`src/rtl/spi_slave_ctrl.sv`:
```
// SPI slave framing controller wrapped around an external shift-register deserializer.
// It sequences command selection, counts frame bits, captures the parallel word as a
// one-cycle rx_valid strobe, and serializes read-back data onto MISO MSB first.
// Optional feature macro: SPI_FRAME_ERR_EN adds a frame_err pulse output for aborted frames.
module spi_slave_ctrl #(
  parameter int unsigned DATA_WIDTH  = 8,
  parameter int unsigned FRAME_WIDTH = 10
) (
  input  logic                   clk,
  input  logic                   rst,
  input  logic                   ss_n,
  input  logic                   mosi,
  output logic                   miso,
  output logic                   des_en,
  output logic                   des_bit,
  input  logic [FRAME_WIDTH-1:0] des_data,
  output logic [FRAME_WIDTH-1:0] rx_data,
  output logic                   rx_valid,
  input  logic [DATA_WIDTH-1:0]  tx_data,
  input  logic                   tx_valid
`ifdef SPI_FRAME_ERR_EN
  ,
  output logic                   frame_err
`endif
);

  localparam int unsigned CntW   = $clog2(FRAME_WIDTH + 1);
  localparam int unsigned TxCntW = $clog2(DATA_WIDTH + 1);

  typedef enum logic [2:0] {
    StIdle,
    StChkCmd,
    StWrite,
    StReadAdd,
    StReadData
  } state_e;

  state_e                 state_q, state_d;
  logic [CntW-1:0]        bit_cnt_q, bit_cnt_d;
  logic                   rx_done_q, rx_done_d;
  logic [FRAME_WIDTH-1:0] rx_data_q, rx_data_d;
  logic                   rx_valid_q, rx_valid_d;
  logic                   rd_addr_flag_q, rd_addr_flag_d;
  logic [DATA_WIDTH-1:0]  tx_shift_q, tx_shift_d;
  logic [TxCntW-1:0]      tx_cnt_q, tx_cnt_d;
  logic                   tx_busy_q, tx_busy_d;
  logic                   tx_done_q, tx_done_d;
  logic                   miso_q, miso_d;

  logic in_frame;
  logic frame_full;
  logic capture;

  assign in_frame   = (state_q == StWrite) || (state_q == StReadAdd) ||
                      (state_q == StReadData);
  assign frame_full = (bit_cnt_q == CntW'(FRAME_WIDTH));
  // Capture happens once per frame even if ss_n rises on the completing edge.
  assign capture    = in_frame && frame_full && !rx_done_q;

  // Next-state, frame counting, capture and MISO serializer.
  always_comb begin
    state_d        = state_q;
    bit_cnt_d      = bit_cnt_q;
    rx_done_d      = rx_done_q;
    rx_data_d      = rx_data_q;
    rx_valid_d     = 1'b0;
    rd_addr_flag_d = rd_addr_flag_q;
    tx_shift_d     = tx_shift_q;
    tx_cnt_d       = tx_cnt_q;
    tx_busy_d      = tx_busy_q;
    tx_done_d      = tx_done_q;
    miso_d         = miso_q;
    des_bit        = mosi;
    des_en         = 1'b0;

    if (in_frame) begin
      des_en = !ss_n && !frame_full;
    end
    if (des_en) begin
      bit_cnt_d = bit_cnt_q + CntW'(1);
    end

    if (capture) begin
      rx_data_d  = des_data;
      rx_valid_d = 1'b1;
      rx_done_d  = 1'b1;
      if (state_q == StReadAdd) begin
        rd_addr_flag_d = 1'b1;
      end else if (state_q == StReadData) begin
        rd_addr_flag_d = 1'b0;
      end
    end

    // Read data is accepted only once the command frame has been delivered.
    if ((state_q == StReadData) && rx_done_q && !tx_busy_q && !tx_done_q && tx_valid) begin
      tx_shift_d = tx_data;
      tx_cnt_d   = '0;
      tx_busy_d  = 1'b1;
    end

    if (tx_busy_q) begin
      if (tx_cnt_q < TxCntW'(DATA_WIDTH)) begin
        miso_d     = tx_shift_q[DATA_WIDTH-1];
        tx_shift_d = tx_shift_q << 1;
        tx_cnt_d   = tx_cnt_q + TxCntW'(1);
      end else begin
        miso_d    = 1'b0;
        tx_busy_d = 1'b0;
        tx_done_d = 1'b1;
      end
    end

    unique case (state_q)
      StIdle: begin
        if (!ss_n) begin
          state_d = StChkCmd;
        end
      end
      StChkCmd: begin
        if (ss_n) begin
          state_d = StIdle;
        end else if (!mosi) begin
          state_d = StWrite;
        end else if (rd_addr_flag_q) begin
          state_d = StReadData;
        end else begin
          state_d = StReadAdd;
        end
      end
      StWrite, StReadAdd, StReadData: begin
        if (ss_n) begin
          state_d = StIdle;
        end
      end
      default: state_d = StIdle;
    endcase

    // Deselect terminates everything except a capture on the same edge.
    if (ss_n && (state_q != StIdle)) begin
      bit_cnt_d = '0;
      rx_done_d = 1'b0;
      tx_cnt_d  = '0;
      tx_busy_d = 1'b0;
      tx_done_d = 1'b0;
      miso_d    = 1'b0;
    end
  end

  // State and datapath registers.
  always_ff @(posedge clk or negedge rst) begin
    if (!rst) begin
      state_q        <= StIdle;
      bit_cnt_q      <= '0;
      rx_done_q      <= 1'b0;
      rx_data_q      <= '0;
      rx_valid_q     <= 1'b0;
      rd_addr_flag_q <= 1'b0;
      tx_shift_q     <= '0;
      tx_cnt_q       <= '0;
      tx_busy_q      <= 1'b0;
      tx_done_q      <= 1'b0;
      miso_q         <= 1'b0;
    end else begin
      state_q        <= state_d;
      bit_cnt_q      <= bit_cnt_d;
      rx_done_q      <= rx_done_d;
      rx_data_q      <= rx_data_d;
      rx_valid_q     <= rx_valid_d;
      rd_addr_flag_q <= rd_addr_flag_d;
      tx_shift_q     <= tx_shift_d;
      tx_cnt_q       <= tx_cnt_d;
      tx_busy_q      <= tx_busy_d;
      tx_done_q      <= tx_done_d;
      miso_q         <= miso_d;
    end
  end

  assign miso     = miso_q;
  assign rx_data  = rx_data_q;
  assign rx_valid = rx_valid_q;

`ifdef SPI_FRAME_ERR_EN
  logic frame_err_q, frame_err_d;

  // Flag deselects that cut a frame short or interrupt MISO shift-out.
  always_comb begin
    frame_err_d = 1'b0;
    if (ss_n && in_frame) begin
      frame_err_d = ((bit_cnt_q != '0) && !frame_full) ||
                    ((state_q == StReadData) && tx_busy_q);
    end
  end

  // Frame error pulse register.
  always_ff @(posedge clk or negedge rst) begin
    if (!rst) begin
      frame_err_q <= 1'b0;
    end else begin
      frame_err_q <= frame_err_d;
    end
  end

  assign frame_err = frame_err_q;
`endif

endmodule

```
`config.mk`:
```
export PLATFORM = sky130hd
export DESIGN_NAME = spi_slave_ctrl
export DESIGN_NICKNAME = d
export VERILOG_FILES = /design/src/rtl/spi_slave_ctrl.sv
export SDC_FILE = /design/constraint.sdc
export NUM_CORES = 1
export LEC_CHECK = 0
export ABC_AREA = 0
export CORE_ASPECT_RATIO = 0.75
export CORE_UTILIZATION = 49
export DETAILED_ROUTE_END_ITERATION = 8
export PLACE_DENSITY_LB_ADDON = 0.3
export SETUP_SLACK_MARGIN = 0.1
export SYNTH_ARGS = -nofsm -noshare
export SYNTH_HDL_FRONTEND = slang
export SYNTH_SLANG_ARGS = --single-unit
export TNS_END_PERCENT = 1
```
`constraint.sdc`:
```
create_clock -name clk -period 1.92 [get_ports clk]
set_input_delay 0.288 -clock clk [delete_from_list [all_inputs] [get_ports clk]]
set_output_delay 0.288 -clock clk [all_outputs]
set_load 0.1 [all_outputs]
```
---- After elaboration in Yosys (flattened, before gate mapping) ----
Index checks and enable logic that the tools add are counted.
storage, ports and cells
  word-level logic and storage cells ...... 78
  bits of input ports ..................... 23
  register bits ........................... 35
  output and inout port bits .............. 14
operators by class
  reduce and logical (&&, ||, !) cells .... 25
  multiplexer cells ....................... 31
  equal/unequal tests ..................... 8
  add/subtract/negate cells ............... 2
  magnitude comparators ................... 1
operators by type and width
  operator               number
  $mux W4                6
  $mux W8                3
  $mux W1                16
  $mux W3                5
  $pmux W3 S3            1
  $add A4 B1 Y4 const B  2
  $logic_and A1 B1 Y1    8
  $reduce_bool A2 Y1     4
  $eq A3 B2 Y1 const B   2
  $reduce_and A2 Y1      3
  $logic_not A1 Y1       5
  $eq A4 B4 Y1 const B   1
  $lt A4 B4 Y1 const B   1
  $ne A2 B2 Y1 const B   2
  $eq A3 B1 Y1 const B   1
  $eq A3 B3 Y1 const B   1
  $logic_not A3 Y1       1
  $reduce_bool A3 Y1     1
  $reduce_or A3 Y1       1
  $logic_or A1 B1 Y1     2
  $ne A2 B1 Y1 const B   1

---- Depth between registers and ports, before layout ----
  depth after elaboration ................. 9
  mapped depth ............................ 7
  gate-level depth less buffers ........... 6

---- Worst setup path after synthesis ----
OpenSTA, ideal clock, no wires.
  kind .................................... register -> output
  start point ............................. reg state_q[1]
  end point ............................... out des_en
  cell stages (with the launch flop) ...... 6
  setup slack ............................. 133 ps
  arrival ................................. 1499 ps
  required time ........................... 1632 ps
  path through ............................ dfrtp_1 buf_6 or3b_4 a21oi_1 and2_1 buf_4
on the way
  cells in the longest elaborated chain, start to end .. 4
  elaborated cells between the ends (all ways) .. 6
  those cells by class .................... eq/ne (3); mux (1); reduce/logical (2)
RTL lines
  item                      RTL line  RTL
  start: declaration        38        state_e state_q, state_d;
  start signal: assignment  152       state_q <= StIdle;
  start signal: assignment  164       state_q <= state_d;
  $eq A3 B2 Y1              54        assign in_frame = (state_q == StWrite) || (state_q == StReadAdd) ||
  $logic_or A1 B1 Y1        54
  $logic_or A1 B1 Y1 (*)    54
  $mux W1 (*)               76        if (in_frame) begin
  end: declaration          14        output logic des_en,
Every way passes the cells marked *; elsewhere a longest branch is shown, timed or not.

---- Final worst setup path ----
Same ends and word-level chain as after synthesis.

==> metrics <==
status=finished clean; clock sink count=35; total die area=3510 sq um; syn_area_per_cell=11.1 sq um; Final Setup Violations=0; clk buf depth=2; vias in the first global route=1242; CTS buffer count=5; Final nets=218; Hold WC Path Type=in -> async; grt ovf=0; Core Footprint=3020 sq um; drt drc=0; commonest non-fill, non-tap cell in the layout=dfrtp_1; worst endpoint required time=1.63 ns; Synth Cell Area=1610 sq um; Worst VDD drop=0.802 mV; Synth cell types=35; fin. max-slew vios=0; Port Buffers=36; die height=51.6 microns; worst-path fanout max=2; crit end category=output pin; fill count=218; max-cap violations=0; post-route ant nets=0; share of cells above drive strength 1=26.4%; Root Driver=clkbuf_8; # IOs=37; Starting Density=53.2%; Fin. Hold Viols=0; Crit Path Class=reg -> out; routed len/inst=14.5 microns; Critical Path Start Type=flop; Clock Latency Late Sink=0.28 ns; vias per std cell=5.40; Layout Skew=0.00429 ns; Layout area overhead=35.2%; Synthesis Warnings=0; Sw Ratio=26.9%; H-tree depth=2; DRT iter0 DRCs=153; Max Freq=540 MHz; clk slew on worst S/H paths=0.07 ns; slew margin rel.=59.4%; Cell Pwr Density=800 nW/um^2; first-pass GRT wire length=5.71 mm; DIE WIDTH=68.1 microns; CP bufs+invs=1; leak pwr=1.07 nW; routed vias=1247; Internal=1.27 mW; fin util=71.9%; register bit count reported by yosys=35; CTS tree=done; Setup TNS Final=0 ns; Final GP Congestion=0.795; # diodes=0; CP max stage delay=0.42 ns; Net Switching=0.468 mW; critical path's slowest cell=or3b_4; HPWL Detailed=2.34 mm; cells along the critical path=or3b_4 > a21oi_4 > and2_4 > buf_12; worst slew pin tran=0.609 ns; All-Layer GR Usage=22.8%; DR pass1 iterations=4; Synthesized Nets=171; sequential element share of the synthesized area=54.5%; Tmin final=1.85 ns; Tcrit/Tclk final=96.5%; Comb power frac=17.2%; largest net degree at the start of global routing=36; Clock Power Share=37.5%; critical path's top delay family=simple AND/OR/NAND/NOR gates; Cell Rows=17; sequential fraction of design power=45.2%; Routed WL=3.35 mm; gate count after technology mapping=145; critical path arrival=1.56 ns; initial antenna violation count=0; RSZ-0062 raised after global routing=yes; commonest non-fill, non-tap cells in the layout=dfrtp_1 (35), buf_4 (24), clkdlybuf4s50_1 (22)
## area by class of cell
class	count	area, sq um	share of cell area [%]
Timing Repair Buffer	48	440	20.3
Clock inverter	3	43.8	2.02
Sequential cell	35	876	40.3
Multi-Input combinational cell	96	673	31.0
Tap cell	38	47.5	2.19
Inverter	6	22.5	1.04
Clock buffer	5	68.8	3.17
## power by group through the flow
stage	sequential (mW)	clock, mW	combinational (mW)
after floorplan	0.878	0	0.0926
after global placement	0.799	0	0.279
after detailed placement	0.801	0	0.288
after CTS	0.787	0.665	0.297
after global routing	0.791	0.696	0.320
final	0.787	0.653	0.299
## stage by stage
step	instance area, sq um	setup WS [ns]	power (mW)	instances	hold WS, ns
2_1_floorplan	1610	0.133	0.971	145	-0.00759
3_3_place_gp	2010	0.170	1.08	219	0.463
3_5_place_dp	2010	0.0463	1.09	219	0.464
4_1_cts	2160	0.0281	1.75	230	0.415
5_1_grt	2170	0.0332	1.81	231	0.446
6_report	2170	0.0676	1.74	231	0.407
## sequential cells by signal, indices dropped and copies added, names as in the netlist
register        count
bit_cnt_q           4
miso                1
rd_addr_flag_q      1
rx_data            10
rx_done_q           1
rx_valid            1
state_q             3
tx_busy_q           1
tx_cnt_q            4
tx_done_q           1
tx_shift_q          8
## repair_timing
action,in CTS,in global routing
hold buffers,0,0
pin swaps,2,2
setup buffers,3,1
endpoints found under the setup margin,1,17
gates resized for setup,3,3
## cells in the mapped netlist
master | count | share of area [%]
mux2_4 | 9 | 8.4
nor2_1 | 11 | 2.6
mux2_2 | 1 | 0.70
mux2i_1 | 2 | 1.2
nand4_1 | 1 | 0.39
a21oi_1 | 10 | 3.1
xor2_1 | 1 | 0.55
and2_1 | 2 | 0.78
clkbuf_1 | 2 | 0.47
ha_1 | 3 | 2.3
a31oi_1 | 2 | 0.78
a211oi_1 | 4 | 1.9
o31a_1 | 1 | 0.55
o31ai_1 | 1 | 0.47
nand2b_1 | 2 | 0.78
a41oi_1 | 1 | 0.55
a41o_1 | 1 | 0.62
xnor2_1 | 1 | 0.55
o22ai_1 | 1 | 0.39
a22oi_1 | 5 | 2.3
inv_1 | 6 | 1.4
dfrtp_1 | 35 | 55
nor4bb_1 | 1 | 0.62
a2111oi_0 | 1 | 0.55
or3b_4 | 1 | 0.70
buf_6 | 2 | 1.4
nand3b_1 | 1 | 0.47
nor2b_1 | 3 | 1.2
nor3b_1 | 1 | 0.47
nor3_1 | 3 | 0.93
nand2_2 | 2 | 0.78
buf_4 | 3 | 1.4
nand3_1 | 3 | 0.93
buf_2 | 1 | 0.31
nand2_1 | 21 | 4.9
## cell families after synthesis
| kind of cell | count (synthesis) | share of synthesized area (%) |
|---|---|---|
| buf+inv | 14 | 4.98 |
| simple gates | 52 | 15.5 |
| fa+ha+maj | 3 | 2.34 |
| mux | 12 | 10.4 |
| compound gates | 27 | 11.2 |
| xor+xnor | 2 | 1.09 |
| flops | 35 | 54.5 |
## worst paths after layout
path	start	end	slack, ns	cells after the start
hold reg to reg	tx_shift_q[3]$_DFF_PN0_	tx_shift_q[3]$_DFF_PN0_	0.48	2
max in group asynchronous	rst	tx_cnt_q[0]$_DFF_PN0_	1.20	2
setup reg to reg	state_q[0]$_DFFE_PN0P_	tx_cnt_q[0]$_DFF_PN0_	0.14	6
min in group clk	tx_shift_q[3]$_DFF_PN0_	tx_shift_q[3]$_DFF_PN0_	0.48	2
hold / removal	rst	rx_data[8]$_DFFE_PN0P_	0.41	2
setup / recovery	state_q[1]$_DFFE_PN0P_	des_en	0.07	4
## per-layer routing
metal | vias to the layer above | wire length (microns) | GRT usage (%)
li1 | 596 | - | -
met1 | 596 | 1560 | 31.6
met2 | 45 | 1510 | 32.5
met3 | 10 | 197 | 6.58
met4 | 0 | 70 | 11.1
met5 | - | 0 | 0
(Power assumes the default switching activity.)
